==> src/rtl/mem_bus_arbiter.sv <==
// Arbiter that shares the single-port Cache RAM between instruction fetch and the data bus.
// One transaction in flight: IDLE (sample) -> ACCESS (grant + strobes) -> RESP (rvalid + data).
module mem_bus_arbiter #(
  parameter int unsigned ADDR_W   = 11,
  parameter logic [31:0] ROM_BASE = 32'h0000_0000,
  parameter logic [31:0] ROM_SIZE = 32'h0000_1000,
  parameter logic [31:0] RAM_BASE = 32'h0000_1000,
  parameter logic [31:0] RAM_SIZE = 32'h0000_1000,
  parameter logic [31:0] ART_BASE = 32'h0000_FFFF,
  parameter logic [31:0] KEY_BASE = 32'h0000_FFFE,
  parameter logic [31:0] IF_FILL  = 32'h0000_0013
) (
  input  logic              clk,
  input  logic              reset,
  input  logic              if_req,
  input  logic [31:0]       if_addr,
  output logic              if_gnt,
  output logic              if_rvalid,
  output logic [31:0]       if_rdata,
  input  logic              d_req,
  input  logic              d_we,
  input  logic [63:0]       d_addr,
  input  logic [63:0]       d_wdata,
  output logic              d_gnt,
  output logic              d_rvalid,
  output logic [63:0]       d_rdata,
  output logic              d_err,
  output logic              mem_en,
  output logic              mem_we,
  output logic [ADDR_W-1:0] mem_addr,
  output logic [31:0]       mem_wdata,
  input  logic [31:0]       mem_rdata,
  output logic              uart_wr_n,
  output logic [31:0]       uart_wdata,
  input  logic [7:0]        key_data
);

  localparam logic [63:0] L_ROM_BASE = {32'b0, ROM_BASE};
  localparam logic [63:0] L_ROM_SIZE = {32'b0, ROM_SIZE};
  localparam logic [63:0] L_RAM_BASE = {32'b0, RAM_BASE};
  localparam logic [63:0] L_RAM_SIZE = {32'b0, RAM_SIZE};
  localparam logic [63:0] L_ART_BASE = {32'b0, ART_BASE};
  localparam logic [63:0] L_KEY_BASE = {32'b0, KEY_BASE};
  localparam logic [63:0] L_DEAD     = 64'hDEAD_BEEF_DEAD_BEEF;

  typedef enum logic [1:0] {
    S_IDLE   = 2'd0,
    S_ACCESS = 2'd1,
    S_RESP   = 2'd2
  } state_t;

  // Access class resolved when the request is latched, so ACCESS/RESP only look at registers.
  typedef enum logic [2:0] {
    K_MEM  = 3'd0,
    K_UART = 3'd1,
    K_KEY  = 3'd2,
    K_ZERO = 3'd3,
    K_ERR  = 3'd4,
    K_OOR  = 3'd5,
    K_FILL = 3'd6
  } kind_t;

  // Subtract-and-compare also rejects addresses below the base through wraparound.
  function automatic logic in_rom(input logic [63:0] a);
    return (a - L_ROM_BASE) < L_ROM_SIZE;
  endfunction

  function automatic logic in_mem(input logic [63:0] a);
    return in_rom(a) || ((a - L_RAM_BASE) < L_RAM_SIZE);
  endfunction

  function automatic kind_t decode_d(input logic we, input logic [63:0] a);
    kind_t k;
    if (a == L_ART_BASE)          k = we ? K_UART : K_ZERO;
    else if (a == L_KEY_BASE)     k = we ? K_ZERO : K_KEY;
    else if (!in_mem(a))          k = K_OOR;
    else if (a[1:0] != 2'b00)     k = K_ERR;
    else if (we && in_rom(a))     k = K_ERR;
    else                          k = K_MEM;
    return k;
  endfunction

  function automatic kind_t decode_if(input logic [31:0] a);
    return in_mem({32'b0, a}) ? K_MEM : K_FILL;
  endfunction

  state_t            r_state;
  state_t            w_state_next;
  logic              r_rr_last_d;
  logic              r_sel_d;
  logic              r_we;
  logic [ADDR_W-1:0] r_widx;
  logic [31:0]       r_wdata;
  kind_t             r_kind;
  logic [7:0]        r_key;
  logic [31:0]       r_if_rdata;
  logic [63:0]       r_d_rdata;

  logic              w_take;
  logic              w_pick_d;
  logic [63:0]       w_sel_addr;
  kind_t             w_sel_kind;
  logic              w_access;
  logic              w_resp;
  logic              w_strobe_ok;
  logic              w_if_rvalid;
  logic              w_d_rvalid;
  logic [31:0]       w_if_rdata_resp;
  logic [63:0]       w_d_rdata_resp;
  logic              w_unused_ok;

  assign w_unused_ok = &{1'b0, d_wdata[63:32]};

  always_comb begin
    w_state_next = r_state;
    w_take       = 1'b0;
    w_pick_d     = 1'b0;
    case (r_state)
      S_IDLE: begin
        if (d_req || if_req) begin
          w_take       = 1'b1;
          w_pick_d     = d_req && (!if_req || !r_rr_last_d);
          w_state_next = S_ACCESS;
        end
      end
      S_ACCESS: w_state_next = S_RESP;
      default:  w_state_next = S_IDLE;
    endcase
  end

  assign w_sel_addr = w_pick_d ? d_addr : {32'b0, if_addr};
  assign w_sel_kind = w_pick_d ? decode_d(d_we, d_addr) : decode_if(if_addr);

  always_ff @(posedge clk) begin
    if (reset) begin
      r_state     <= S_IDLE;
      r_rr_last_d <= 1'b0;
      r_sel_d     <= 1'b0;
      r_we        <= 1'b0;
      r_widx      <= '0;
      r_wdata     <= '0;
      r_kind      <= K_FILL;
      r_key       <= '0;
      r_if_rdata  <= '0;
      r_d_rdata   <= '0;
    end else begin
      r_state <= w_state_next;
      if (w_take) begin
        r_sel_d <= w_pick_d;
        r_we    <= w_pick_d & d_we;
        r_widx  <= w_sel_addr[ADDR_W+1:2];
        r_wdata <= w_pick_d ? d_wdata[31:0] : 32'b0;
        r_kind  <= w_sel_kind;
      end
      if (w_access) begin
        r_rr_last_d <= r_sel_d;
        if (r_kind == K_KEY) r_key <= key_data;
      end
      if (w_if_rvalid) r_if_rdata <= w_if_rdata_resp;
      if (w_d_rvalid)  r_d_rdata  <= w_d_rdata_resp;
    end
  end

  assign w_access = (r_state == S_ACCESS);
  assign w_resp   = (r_state == S_RESP);
  // Side-effect strobes are suppressed in the cycle reset is sampled so an aborted write never lands.
  assign w_strobe_ok = w_access & ~reset;

  assign if_gnt      = w_access & ~r_sel_d;
  assign d_gnt       = w_access &  r_sel_d;
  assign w_if_rvalid = w_resp & ~r_sel_d;
  assign w_d_rvalid  = w_resp &  r_sel_d;
  assign if_rvalid   = w_if_rvalid;
  assign d_rvalid    = w_d_rvalid;

  assign mem_en     = w_strobe_ok & (r_kind == K_MEM);
  assign mem_we     = mem_en & r_we;
  assign mem_addr   = r_widx;
  assign mem_wdata  = r_wdata;
  assign uart_wr_n  = ~(w_strobe_ok & (r_kind == K_UART));
  assign uart_wdata = r_wdata;

  assign w_if_rdata_resp = (r_kind == K_MEM) ? mem_rdata : IF_FILL;

  always_comb begin
    w_d_rdata_resp = 64'b0;
    case (r_kind)
      K_MEM:   w_d_rdata_resp = r_we ? 64'b0 : {32'b0, mem_rdata};
      K_KEY:   w_d_rdata_resp = {56'b0, r_key};
      K_OOR:   w_d_rdata_resp = L_DEAD;
      default: w_d_rdata_resp = 64'b0;
    endcase
  end

  assign if_rdata = w_if_rvalid ? w_if_rdata_resp : r_if_rdata;
  assign d_rdata  = w_d_rvalid  ? w_d_rdata_resp  : r_d_rdata;
  assign d_err    = w_d_rvalid & ((r_kind == K_ERR) || (r_kind == K_OOR));

endmodule
==> config.mk <==
export PLATFORM = sky130hd
export DESIGN_NAME = mem_bus_arbiter
export DESIGN_NICKNAME = d
export VERILOG_FILES = /design/src/rtl/mem_bus_arbiter.sv
export SDC_FILE = /design/constraint.sdc
export NUM_CORES = 1
export LEC_CHECK = 0
export CORE_AREA = 2 2 151 153
export CTS_CLUSTER_DIAMETER = 80
export CTS_CLUSTER_SIZE = 24
export DETAILED_ROUTE_END_ITERATION = 7
export DIE_AREA = 0 0 153 155
export PLACE_DENSITY_LB_ADDON = 0.05
export SLEW_MARGIN = 10
export SYNTH_ARGS = -nofsm -noshare
export SYNTH_HDL_FRONTEND = slang
export SYNTH_SLANG_ARGS = --single-unit
export TNS_END_PERCENT = 100
==> constraint.sdc <==
create_clock -name clk -period 6.6 [get_ports clk]
set_clock_uncertainty 0.15 [all_clocks]
set_input_delay 1.32 -clock clk [delete_from_list [all_inputs] [get_ports clk]]
set_output_delay 1.32 -clock clk [all_outputs]
set_load 0.02 [all_outputs]
==> After elaboration in Yosys (flattened, before gate mapping) <==
Cells that the tools add are included.
{ "classes": {"add_sub_neg": 2, "magnitude_cmp": 4, "eq_ne": 9, "n_mux": 22, "bitwise_logic": 13, "reduce_logical": 13} }
{ "op_table": {"columns": ["operator", "count"], "rows": [
  ["64-bit by 13-bit < comparator with 1-bit output (second input constant)", 3],
  ["64-bit case mux with 3 select lines", 1],
  ["64-bit by 16-bit equality test with 1-bit output (second input constant)", 2],
  ["32-bit 2-to-1 mux", 4],
  ["64-bit 2-to-1 mux", 1],
  ["64-bit by 13-bit subtractor with 64-bit output (second input constant)", 1],
  ["32-bit by 13-bit subtractor with 33-bit output (second input constant)", 1],
  ["32-bit by 13-bit < comparator with 1-bit output (second input constant)", 1],
  ["3-bit 2-to-1 mux", 7],
  ["13-bit 2-to-1 mux", 1],
  ["1-bit bitwise AND", 10],
  ["3-bit equality test (second input constant)", 2],
  ["1-bit logical OR", 5],
  ["1-bit 2-to-1 mux", 5],
  ["2-bit 2-to-1 mux", 2],
  ["2-bit case mux with 2 select lines", 1],
  ["3-bit by 1-bit equality test with 1-bit output (second input constant)", 1],
  ["3-bit by 2-bit equality test with 1-bit output (second input constant)", 1],
  ["3-bit zero test", 1],
  ["1-bit inverter", 3],
  ["2-bit by 1-bit equality test with 1-bit output (second input constant)", 1],
  ["2-bit equality test (second input constant)", 1],
  ["1-bit logical AND", 2],
  ["1-bit zero test", 2],
  ["4 further kinds", 4]
]} }
{ "word_totals": {"reg_bits": 155, "inputBits": 205, "output_inout_bits": 179, "elab_cells": 73} }

==> Depth between registers and ports, before layout <==
{ "logic_depth": {"word_depth": 8, "depth_mapped": 8, "mapped_depth_nobuf": 8} }

==> Least setup slack after synthesis <==
No wires, ideal clock.
{ "synth_path": {"kind": "input port to output port", "start": "in reset", "end": "out mem_we", "arrival_time_ns": 2.372, "t_required_ns": 5.130, "setup_slack_ns": 2.758, "path_stages": 3, "path_buffers": 1, "path_cell_list": "clkbuf_1 -> nor3_1 -> and2_1"} }
{ "synth_via": {"elab_chain_cells": 4} }
{ "synth_rtl": {"columns": ["element", "line_no", "text"], "rows": [
  ["start, declared", "14", "input logic reset,"],
  ["1-bit inverter", "167", "assign w_strobe_ok = w_access & ~reset;"],
  ["1-bit bitwise AND", "167", null],
  ["1-bit bitwise AND", "176", "assign mem_en = w_strobe_ok & (r_kind == K_MEM);"],
  ["via mem_en", "28", "output logic mem_en,"],
  ["1-bit bitwise AND", "177", "assign mem_we = mem_en & r_we;"],
  ["end, declared", "29", "output logic mem_we,"]
]} }
The timed path passes the listed nets, and every way through them passes these cells.

==> Final worst setup path <==
{ "layout_path": {"start": "reg r_state[0]", "end": "out d_rdata[17]"} }
{ "layout_via": {"elab_chain_cells": 3} }
{ "layout_rtl": {"columns": ["element", "line_no", "text"], "rows": [
  ["start, declared", "87", "state_t r_state;"],
  ["start signal, assigned", "147", "r_state <= w_state_next;"],
  ["2-bit equality test", "165", "assign w_resp = (r_state == S_RESP);"],
  ["1-bit bitwise AND", "172", "assign w_d_rvalid = w_resp & r_sel_d;"],
  ["64-bit 2-to-1 mux", null, null],
  ["end, declared", "26", "output logic [63:0] d_rdata,"]
]} }
Every way passes these cells.

==> impl_results.md <==
- Setup CP Type: flip-flop to output pin
- Clk sinks: 155
- Vias: 6837
- Largest family of logic cells by synthesized area: simple AND/OR/NAND/NOR gates
- Slew margin rel.: 34.3%
- Min cycle time layout: 4.49 ns
- Synth warnings: 0
- Proportion of synthesized area in mux cells: 2.80%
- Register area share after synthesis: 45.8%
- Cell Area, Synth: 6780 µm²
- Root buffer cell: clkbuf_16
- Initial antenna violation count: 2
- Row count: 55
- PortBufs: 349
- Syn_area_per_cell: 8.31 µm²
- Critical-path cell list: inv_1 -> nand3_2 -> buf_4 -> clkinv_1 -> nand3_1 -> nand2_1 -> clkdlybuf4s50_1
- Drc violations: 0
- Global Route Usage Sum: 20.1%
- Final WS setup: 2.11 ns
- Hold Buf Count CTS: 0
- # H-tree levels: 4
- Count leader, synth: dfxtp_1
- Net Sw Power: 0.620 mW
- Post-CTS Setup Bufs: 0
- Pre-antenna DRT Iters: 6
- Buf/Inv on CP: 4
- Logic pwr share: 16.1%
- P_int: 1.69 mW
- Area Overhead vs Synth: 60.2%
- CP startpoint kind: flip-flop
- Post-synth top flop: dfxtp_1
- Switch share: 26.8%
- Yosys top cell area share: 45.8%
- Synth Area in XOR/XNOR: 0.517%
- Setup TNS Final: 0 ns
- Vias in the first global route: 6811
- CTS Buf Count: 17
- Flop pwr share: 42.8%
- Die Ht: 155 µm
- Detail Route Antenna Nets: 0
- Gpl congestion: 0.835
- Post-Place Worst Slack: 2.04 ns
- CP Depth: 7
- Fmax achieved: 223 MHz
- Synth area leader: dfxtp_1
- Vias per inst: 4.87
- Register bit total from synthesis: 155
- Largest net degree at the start of global routing: 85
- Hold Crit Class: flip-flop to flip-flop
- Post-synth EDFFs: 0
- Worst reg2reg path depth: 7
- Worst Setup End Kind: output pin
- Clock-pin slew on the worst setup and hold paths: 0.07 ns
- Post-Route WL: 24.3 mm
- Design Area, Final: 10900 µm²
- Fin crit share: 68.0%
- Adder-Cell Fraction of Synth Area: 0%
- Worst Path Max Fanout: 73
- Final max-slew violation count: 0
- RSZ-0062 raised after global routing: false
- Number of nets in the layout: 1309
- Final hold slack: 0.310 ns
- DP Area: 10300 µm²
- Simple logic cell fraction of the synthesized area: 24.6%
- Hold depth: 2
- # setup viols final: 0
- Fill count: 2214
- Pwr Density: 213 nW/µm²
- CORE AREA: 22200 µm²
- Total power: 2.31 mW
- Overflow after GRT: 0
- Max Root-Sink Buffers: 2
- CP max stage cell: buf_4
- Initial DRC count: 281
- Compound-Gate Fraction of Synth Area: 19.1%
- Crit path DAT: 3.02 ns
- Async SR Flop Fraction: 0%
- Mapped Cells: 816
- Slew @ Worst Pin: 0.982 ns
- # IOs: 384
- Post-DP HPWL: 18.0 mm
- Yosys cell types: 50
- Syn_nets: 1021
- Final hold violations: 0
- Die Wd: 153 µm
- CP required: 5.13 ns
- CTS tree: built
- Outcome: complete, no violations
- Leak pwr: 4.27 nW
- Max Cap Viol: 0
- Crit-path leading delay family: buffers and inverters
- Synth top cells by count: 155 x dfxtp_1, 138 x nand2_1, 79 x a21oi_1
- Synth top area cells: dfxtp_1 46%, nand2_1 7.6%, a21oi_1 5.8%, nor2_1 3.8%, a22oi_1 3.8%
- Crit path largest cell delay: 0.59 ns
- Full die area: 23700 µm²
- Initial core utilization: 30.5%
- Wirelength per Cell: 17.3 µm
- Post-CTS Resized: 0
- Share of post-route cells with drive strength above 1: 4.93%
- VDD IR max: 0.144 mV
- Global-route wire length before repair: 37.7 mm
- Clock network power share: 41.2%
- Clock Latency Late Sink: 0.42 ns
[power groups by stage]
stage	logic (mW)	registers, mW	clock network, mW
6_report	0.371	0.987	0.951
5_1_grt	0.398	0.991	1.02
4_1_cts	0.374	0.988	0.978
3_5_place_dp	0.373	1.01	0
3_3_place_gp	0.373	1.01	0
2_1_floorplan	0.147	1.02	0
[final cells by class]
cell class,count,area [µm²],area share [%]
Antenna cell,2,5.00,0.0461
Clock buffer,18,439,4.04
Clock inverter,13,131,1.21
Inverter,7,26.3,0.242
Multi-Input combinational cell,563,3220,29.7
Sequential cell,155,3100,28.6
Tap cell,285,357,3.28
Timing Repair Buffer,360,3570,32.9
[state kept, by name, indices dropped and copies added (netlist names)]
register / count
mem_wdata: 32
r_kind: 3
r_d_rdata: 64
r_key: 8
mem_addr: 11
r_sel_d: 1
r_we: 1
r_rr_last_d: 1
r_state: 2
r_if_rdata: 32
[logic make-up after synthesis]
| group | Yosys count |
|---|---|
| AND/OR/NAND/NOR | 347 |
| flip-flops | 155 |
| multiplexers | 19 |
| XOR/XNOR | 4 |
| AO/OA/AOI/OAI | 193 |
| buffers and inverters | 98 |
[cell usage in the layout, fill, tap and decap left out, types with 3 or more instances in the layout]
cell type and count:
a21oi_1 79, and2_1 10, dfxtp_1 155, nand2_1 137
nand2b_1 3, clkdlybuf4s50_1 348, nor2b_1 31, a32oi_1 18
o22a_1 3, a211oi_1 11, a22oi_1 34, or3_1 10
nand4b_1 3, nor3_1 8, inv_6 6, xor2_1 4
o21ai_0 11, clkinvlp_4 5, buf_4 12, nor2_1 69
a22o_1 19, clkbuf_16 17, nand3_1 29, nand4_1 5
nor4_1 21, mux2i_1 19, nor3b_1 3, inv_1 6
[through the flow]
| stage | utilization [%] | cells |
|---|---|---|
| after detailed placement | 46.3 | 1370 |
| after global routing | 48.9 | 1403 |
| after CTS | 48.8 | 1401 |
| after global placement | 46.3 | 1370 |
| final | 48.9 | 1403 |
| after floorplan | - | 816 |
[worst min-delay path, stage by stage (launching register included)]
cell and delay [ns]:
dfxtp_1 0.30, nand2_1 0.06, a21oi_1 0.05
[per-layer routing]
layer  global-route usage (%)  up-vias  share of wire (%)
met4                     6.31        0                1.9
met1                     23.6     3112                 41
met5                        0        -                  0
met2                     34.8      252                 49
li1                         -     3448                  -
met3                     6.57       25                7.6
[worst paths after layout]
kind / startpoint / slack, ns / to
max reg2reg: r_state[0]$_SDFFE_PP0P_ / 4.21 / r_d_rdata[4]$_SDFF_PP0_
min reg2reg: r_d_rdata[17]$_SDFF_PP0_ / 0.31 / r_d_rdata[17]$_SDFF_PP0_
min: r_d_rdata[17]$_SDFF_PP0_ / 0.31 / r_d_rdata[17]$_SDFF_PP0_
max: r_state[0]$_SDFFE_PP0P_ / 2.11 / d_rdata[17]
(Power assumes the default switching activity.)
